[src/rtl/pattern_detector.sv]
// Receive-side checker for the "NickWantz" character stream: one-hot progress
// register, registered MATCH/ERR pulses and a wrapping completed-sequence count.
module pattern_detector #(
  parameter int CNT_W = 8
) (
  input  logic             CLK,
  input  logic             RST,
  input  logic             C_VALID,
  input  logic [0:6]       C,
  output logic [0:8]       Q,
  output logic             MATCH,
  output logic             ERR,
  output logic [CNT_W-1:0] MATCH_CNT
);

  // State encoding is the Q image itself, so Q needs no decode logic.
  typedef enum logic [8:0] {
    IDLE = 9'h000,
    S0   = 9'h100,
    S1   = 9'h080,
    S2   = 9'h040,
    S3   = 9'h020,
    S4   = 9'h010,
    S5   = 9'h008,
    S6   = 9'h004,
    S7   = 9'h002
  } state_t;

  localparam logic [6:0] CH_N = 7'h4E;

  state_t     state, state_n;
  logic       match_n, err_n;
  logic [6:0] ch, exp_ch;

  assign ch = C;
  assign Q  = state;

  always_comb begin
    exp_ch = CH_N;
    unique case (state)
      IDLE:    exp_ch = CH_N;   // 'N'
      S0:      exp_ch = 7'h69;  // 'i'
      S1:      exp_ch = 7'h63;  // 'c'
      S2:      exp_ch = 7'h6B;  // 'k'
      S3:      exp_ch = 7'h57;  // 'W'
      S4:      exp_ch = 7'h61;  // 'a'
      S5:      exp_ch = 7'h6E;  // 'n'
      S6:      exp_ch = 7'h74;  // 't'
      S7:      exp_ch = 7'h7A;  // 'z'
      default: exp_ch = CH_N;
    endcase
  end

  always_comb begin
    state_n = state;
    match_n = 1'b0;
    err_n   = 1'b0;
    if (C_VALID) begin
      if (ch == exp_ch) begin
        if (state == S7) begin
          state_n = IDLE;
          match_n = 1'b1;
        end else if (state == IDLE) begin
          state_n = S0;
        end else begin
          state_n = state_t'(state >> 1);
        end
      end else if (state != IDLE) begin
        // 'N' only occurs at index 0, so a stray 'N' is the only restart case.
        err_n   = 1'b1;
        state_n = (ch == CH_N) ? S0 : IDLE;
      end
    end
  end

  always_ff @(posedge CLK) begin
    if (RST) begin
      state     <= IDLE;
      MATCH     <= 1'b0;
      ERR       <= 1'b0;
      MATCH_CNT <= '0;
    end else begin
      state <= state_n;
      MATCH <= match_n;
      ERR   <= err_n;
      if (match_n) MATCH_CNT <= MATCH_CNT + CNT_W'(1);
    end
  end

endmodule

[config.mk]
export PLATFORM = sky130hd
export DESIGN_NAME = pattern_detector
export DESIGN_NICKNAME = d
export VERILOG_FILES = /design/src/rtl/pattern_detector.sv
export SDC_FILE = /design/constraint.sdc
export NUM_CORES = 1
export LEC_CHECK = 0
export CORE_UTILIZATION = 53
export CTS_BUF_LIST = sky130_fd_sc_hd__clkbuf_16
export DETAILED_ROUTE_END_ITERATION = 16
export GPL_ROUTABILITY_DRIVEN = 1
export GPL_TIMING_DRIVEN = 0
export PLACE_DENSITY_LB_ADDON = 0.2
export SKIP_LAST_GASP = 1
export SLEW_MARGIN = 25
export SYNTH_ARGS = -nofsm -noshare
export SYNTH_HDL_FRONTEND = slang
export SYNTH_SLANG_ARGS = --single-unit
[constraint.sdc]
create_clock -name CLK -period 4.6 [get_ports CLK]
set_input_delay 0.46 -clock CLK [delete_from_list [all_inputs] [get_ports CLK]]
set_output_delay 0.46 -clock CLK [all_outputs]
set_load 0.02 [all_outputs]
Word level (Yosys, flattened, before mapping):

Index checks and enable logic that the tools add are counted.

* flip-flop bits (word level): 19
* input bits: 10
* output and inout bits: 19
* word-level logic and storage cells: 31

* multiplexer cells: 10
* reduce and logical (&&, ||, !) cells: 5
* bitwise logic cells: 1
* equal/unequal tests: 10
* $add $sub $neg: 1

Operators by type and width (count)
* case mux 6 bit (8 select lines): 1
* two-way mux 9 bit: 5
* equality test 9 x 2 -> 1 bit (second input constant): 1
* equality test 9 x 3 -> 1 bit (second input constant): 1
* equality test 9 x 4 -> 1 bit (second input constant): 1
* equality test 9 x 5 -> 1 bit (second input constant): 1
* equality test 9 x 6 -> 1 bit (second input constant): 1
* equality test 9 x 7 -> 1 bit (second input constant): 1
* equality test 9 x 8 -> 1 bit (second input constant): 1
* equality test 9 bit (second input constant): 1
* zero test 9 bit: 1
* nonzero test 9 bit: 1
* adder 8 x 1 -> 8 bit (second input constant): 1
* equality test 7 bit: 1
* equality test 7 bit (second input constant): 1
* two-way mux 1 bit: 4
* OR reduction 3 bit: 1
* AND reduction 2 bit: 1
* nonzero test 2 bit: 1
* NOT 1 bit: 1

Depth between registers and ports, before layout:

* depth after elaboration: 5
* gate-level depth with buffers: 10
* depth with buffers taken out: 8

Least setup slack after synthesis:

OpenSTA, ideal clock, no wires.

* path kind: register to register
* from: reg state[8] (netlist: Q[0])
* to: reg state[8] (netlist: Q[0])
* library setup time: 0.074 ns
* stages on the path, launching flop included: 10
* data required time: 4.526 ns
* data arrival time: 2.610 ns
* setup slack: 1.916 ns
* buffers on the path: 1
* period minus slack after synthesis: 2.684 ns
* cells stage by stage: dfxtp_1 -> buf_4 -> or4_4 -> or3_1 -> or3_1 -> nand3_2 -> a211oi_2 -> and4_4 -> or4b_1 -> a31oi_1

* longest elaborated chain between the ends: 5
* elaborated cells between the ends (all ways): 17
* those cells by class: eq/ne: 9; mux: 4; reduce/logical: 4

Ends and longest elaborated chain
* start: declaration: RTL line 31 `state_t state, state_n;`
* start signal: assignment: RTL line 83 `state <= state_n;`
* equality test 9 x 2 -> 1 bit (tied with other cells): RTL line 40, 60
* case mux 6 bit (8 select lines): RTL line 40 `unique case (state)`
* equality test 7 bit: RTL line 59 `if (ch == exp_ch) begin`
* nonzero test 2 bit (no line)
* AND reduction 2 bit (no line)

Parallel ways exist; a longest one is shown, timed or not.
A chain may end at the register's enable or synchronous reset.

Final worst setup path:

* from: reg state[1] (netlist: Q[7])
* to: reg MATCH_CNT[2]

* longest elaborated chain between the ends: 5
* elaborated cells between the ends (all ways): 13
* those cells by class: eq/ne: 9; mux: 4

Ends and longest elaborated chain
* equality test 9 x 2 -> 1 bit (tied with other cells): RTL line 40, 60
* case mux 6 bit (8 select lines): RTL line 40
* equality test 7 bit: RTL line 59
* two-way mux 1 bit (*): RTL line 59
* two-way mux 1 bit (*): RTL line 58 `if (C_VALID) begin`
* end signal: assignment: RTL line 86 `if (match_n) MATCH_CNT <= MATCH_CNT + CNT_W'(1);`
* end: declaration: RTL line 13 `output logic [CNT_W-1:0] MATCH_CNT`

Every way passes the cells marked *; elsewhere a longest branch is shown, timed or not.

==> results summary <==
The worst register-to-register path has a setup slack of 1.64 ns. The arrival time at the worst endpoint is 3.13 ns. The flow ran to the end, and the final reports show no timing, DRC or antenna violations.

For the final database, setup skew stands at 0.000978 ns. Dividing the detail-routed via count by the number of cells gives 6.10. The clock tree buffer depth came out at 2. The worst reg2reg path depth came out at 9. The share of the synthesized area in the top cell type came out at 30.1%. The wire length after detailed routing is 3220 um. Setup slack on the critical path of the routed design comes to 1.64 ns. The average routed wire per standard cell is 14.6 um. The end of the worst register-to-register path is MATCH_CNT[2]. The worst setup path is of the reg -> reg kind. The number of flip-flops and latches in the synthesized netlist came out at 19. Yosys printed 0 warnings. The global-route wire length before repair came out at 5380 um.

The finished layout holds 221 standard cells, fillers aside. Measured against its own limit, the worst slew margin works out to 69.1%. The synthesized netlist net count came out at 173. The number of instances in the synthesized netlist is 162.

Grouping stages by cell kind, the critical path spends the most delay in simple AND/OR/NAND/NOR gates. The share of total power in sequential cells is 45.6%. The slew of the pin with the lowest slew margin is 0.456 ns. After clock tree synthesis, the setup repair step added 0 buffers. At the end of routability-driven placement, the weighted congestion stood at 0.837. The number of global-route vias before repair came out at 1312.

The clock drives 19 sinks. The worst setup path is launched from a flip-flop. The number of nets in the final layout is 205. The global-route congestion overflow total is 0.

The floorplan die area came out at 2580 um2. The H-tree level count came out at 1. The area of the core is 2230 um2. For the worst-skew pair, the clock arrives at the later sink with an insertion delay of 0.25 ns. The post-placement cell count came out at 217. Across the run, the number of max-cap violations was 0. Across every metal layer, demand over resource in global routing totals 27.5%. The sequential share of the synthesized area came out at 30.1%. The largest net degree at the start of global routing came out at 11. The hold violation count in the final report came to 0. Clock tree synthesis selected as its root buffer the cell sky130_fd_sc_hd__clkbuf_16. The area overhead of the layout relative to synthesis came out at 30.4%. After synthesis the cells add up to 1260 um2.

The count of cell types in the netlist is 42. During placement, the flow inserted port buffers numbering 27. The count of buffer and inverter cells on the critical path came out at 1. The switching power summed over all nets is 70.4 uW. The critical path goes through clkbuf_1, or4_1, nand2b_1, nor3_1, o21ai_1, a211oi_2, nand4_2, or3_1, a21oi_1. The analysis attributes to cell leakage a power of 0.000581 uW. The count of routing violations after the opening detailed-route iteration is 27.

The worst endpoint required time is 4.77 ns. The number of primary I/O pins came out at 29. Before antenna repair, the detailed router went through 4 iterations. The delay of the slowest cell on the worst path came out at 0.62 ns. In the post-synthesis netlist, the biggest area contributors are sky130_fd_sc_hd__dfxtp_1, sky130_fd_sc_hd__a21oi_1, sky130_fd_sc_hd__nand2b_1. Of all flip-flops after synthesis, the portion carrying an async set or reset was 0%. The die extent in x is 50.8 um. The clock input transition at the sequential cells of the worst setup and hold paths is 0.05 ns. The clock network burns 48.2% of the power. For this run, the leading register cell type out of synthesis is sky130_fd_sc_hd__dfxtp_1. The initial antenna violation count was 0. The number of hold buffers added after CTS was 0. The number of slew-limit violations in the final report is 0. The tightest min-delay check is of the reg -> reg type. Setup violations remaining at the end of the flow were counted as 0.

The clock tree from TritonCTS is yes. The startpoint identified for the worst hold timing path is MATCH_CNT[7]. The vertical die dimension came out at 50.8 um. The count of vias placed by the detailed router came out at 1349.

The effective utilization at floorplan is 56.5%. The number of enable-type register cells in the synthesized netlist came out at 0. The number of cell rows came out at 17. The post-cts repair resize count came out at 0. The fraction of power consumed by combinational cells is 6.2%. The internal power summed over all cells came out at 291 uW. The number of remaining DRC errors is 0. On the critical path, the stage with the largest delay is an instance of sky130_fd_sc_hd__or4_1. The maximum frequency from static timing analysis is 338 MHz. The cell count of the worst hold path is 2. The final HPWL from detailed placement came out at 2310 um. The share of the clock period used by the worst path after layout came out at 64.3%.

The share of post-route cells with drive strength above 1 came out at 6.22%. The total power density per cell area is 220 nW/um2. After routing, the total negative slack on setup checks comes to 0 ns. The maximum fanout along the worst path came out at 10. Setup repair after global routing left no endpoint under its margin. Averaged over all synthesized cells, the footprint is 7.79 um2. The worst hold path terminates at MATCH_CNT[7]. The clock period could shrink to 2.96 ns. The worst setup path is captured at a flip-flop. The pre-CTS setup slack is 1.76 ns. The worst IR drop on VDD came out at 0.209 mV. The number of routed nets with antenna violations came out at 0. The library cell occupying the most area in the post-synthesis netlist is sky130_fd_sc_hd__dfxtp_1.

The share of total power consumed by net switching is 19.5%. The number of buffers created by CTS came out at 3. The source of the worst register-to-register timing path is Q[7]. The count of antenna diodes in the layout came out at 0.
## power by group through the flow
stage / Combinational, uW / Sequential (uW) / Clock (uW)
global route: 24.3 / 165 / 182
floorplan: 10.5 / 168 / 0
global placement: 21.4 / 168 / 0
CTS: 22.3 / 165 / 175
finish: 22.6 / 165 / 174
detailed placement: 22.0 / 168 / 0
## how the worst max path moves through the flow
stage,from,to,cells after the start
after floorplan,Q[0],Q[0],9
after global placement,Q[7],MATCH_CNT[6],9
after detailed placement,C[3],MATCH_CNT[2],9
after CTS,Q[7],MATCH_CNT[2],9
after global routing,Q[7],MATCH_CNT[6],9
final,Q[7],MATCH_CNT[2],9
## metal layers
layer  global-route usage, %  vias up  wire length (um)
met5                       0        -                 0
met3                    3.33        9               124
met4                    13.9        0                84
li1                        -      660                 -
met1                    30.9      639              1390
met2                    50.4       41              1630
## cells by family after synthesis
| logic type | Yosys count | synth area share (%) |
|---|---|---|
| and+or+nand+nor | 76 | 38.0 |
| AOI/OAI and AO/OA | 42 | 19.3 |
| DFF | 19 | 30.1 |
| buffers and inverters | 16 | 5.85 |
| xor gates and xnor gates | 6 | 4.16 |
| muxes | 2 | 1.59 |
| adders and majority gates | 1 | 0.991 |
## cell usage after synthesis, drive strengths merged (2+ instances only)
library cell and instances:
nand3 11, o21ai 14, a21oi 17, nand2b 12, or3 8, or4 3, nand4b 5, clkbuf 8
a21o 2, dfxtp 19, mux2i 2, inv 2, nor4bb 2, xor2 4, and4 2, nor2 9
nand4 4, a211oi 4, nor4b 5, xnor2 2, nand2 7, buf 6, nor3 4
## final cells by class
| class | instances | area [um2] |
|---|---|---|
| repair buffers | 27 | 270 |
| flip-flops and latches | 19 | 380 |
| well taps | 28 | 35.0 |
| clock inverters | 1 | 3.75 |
| fillers | 187 | 587 |
| multi-input cells | 127 | 808 |
| clock buffers | 3 | 75.1 |
| plain buffers | 14 | 66.3 |
| inverters | 2 | 7.51 |
## per-stage QoR
stage                     power (uW)  cell area [um2]  util [%]  hold WS (ns)
after global placement           190             1570      70.2         0.471
after detailed placement         190             1570      70.2         0.480
after global routing             371             1650      73.7         0.535
final                            362             1650      73.7         0.489
after CTS                        362             1650      73.7         0.492
after floorplan                  179             1260         -         0.558
## sequential cells by signal (all words and copies together) (netlist names)
| signal | cells |
|---|---|
| MATCH_CNT | 8 |
| MATCH | 1 |
| ERR | 1 |
| Q | 9 |
## worst min-delay path, cell delays in order, from the launching register on
cell	delay (ns)
sky130_fd_sc_hd__dfxtp_1	0.31
sky130_fd_sc_hd__o21ai_0	0.07
sky130_fd_sc_hd__a21oi_1	0.06
## placed cells by master (no fill, tap or decap), types with 3 or more instances in the layout
master / synthesis / final
sky130_fd_sc_hd__clkdlybuf4s50_1: 0 / 27
sky130_fd_sc_hd__nor2_1: 9 / 9
sky130_fd_sc_hd__nand4b_1: 5 / 5
sky130_fd_sc_hd__nand3_1: 10 / 10
sky130_fd_sc_hd__or3_1: 8 / 8
sky130_fd_sc_hd__nand4_1: 3 / 3
sky130_fd_sc_hd__dfxtp_1: 19 / 19
sky130_fd_sc_hd__o21ai_0: 13 / 13
sky130_fd_sc_hd__nor4b_1: 5 / 5
sky130_fd_sc_hd__nor3_1: 4 / 4
sky130_fd_sc_hd__a211oi_1: 3 / 3
sky130_fd_sc_hd__inv_1: 2 / 3
sky130_fd_sc_hd__nand2b_1: 12 / 12
sky130_fd_sc_hd__nand2_1: 7 / 7
sky130_fd_sc_hd__clkbuf_1: 8 / 8
sky130_fd_sc_hd__clkbuf_16: 0 / 3
sky130_fd_sc_hd__a21oi_1: 17 / 17
sky130_fd_sc_hd__xor2_1: 4 / 4
No activity file was read; power rests on OpenSTA's default activity.
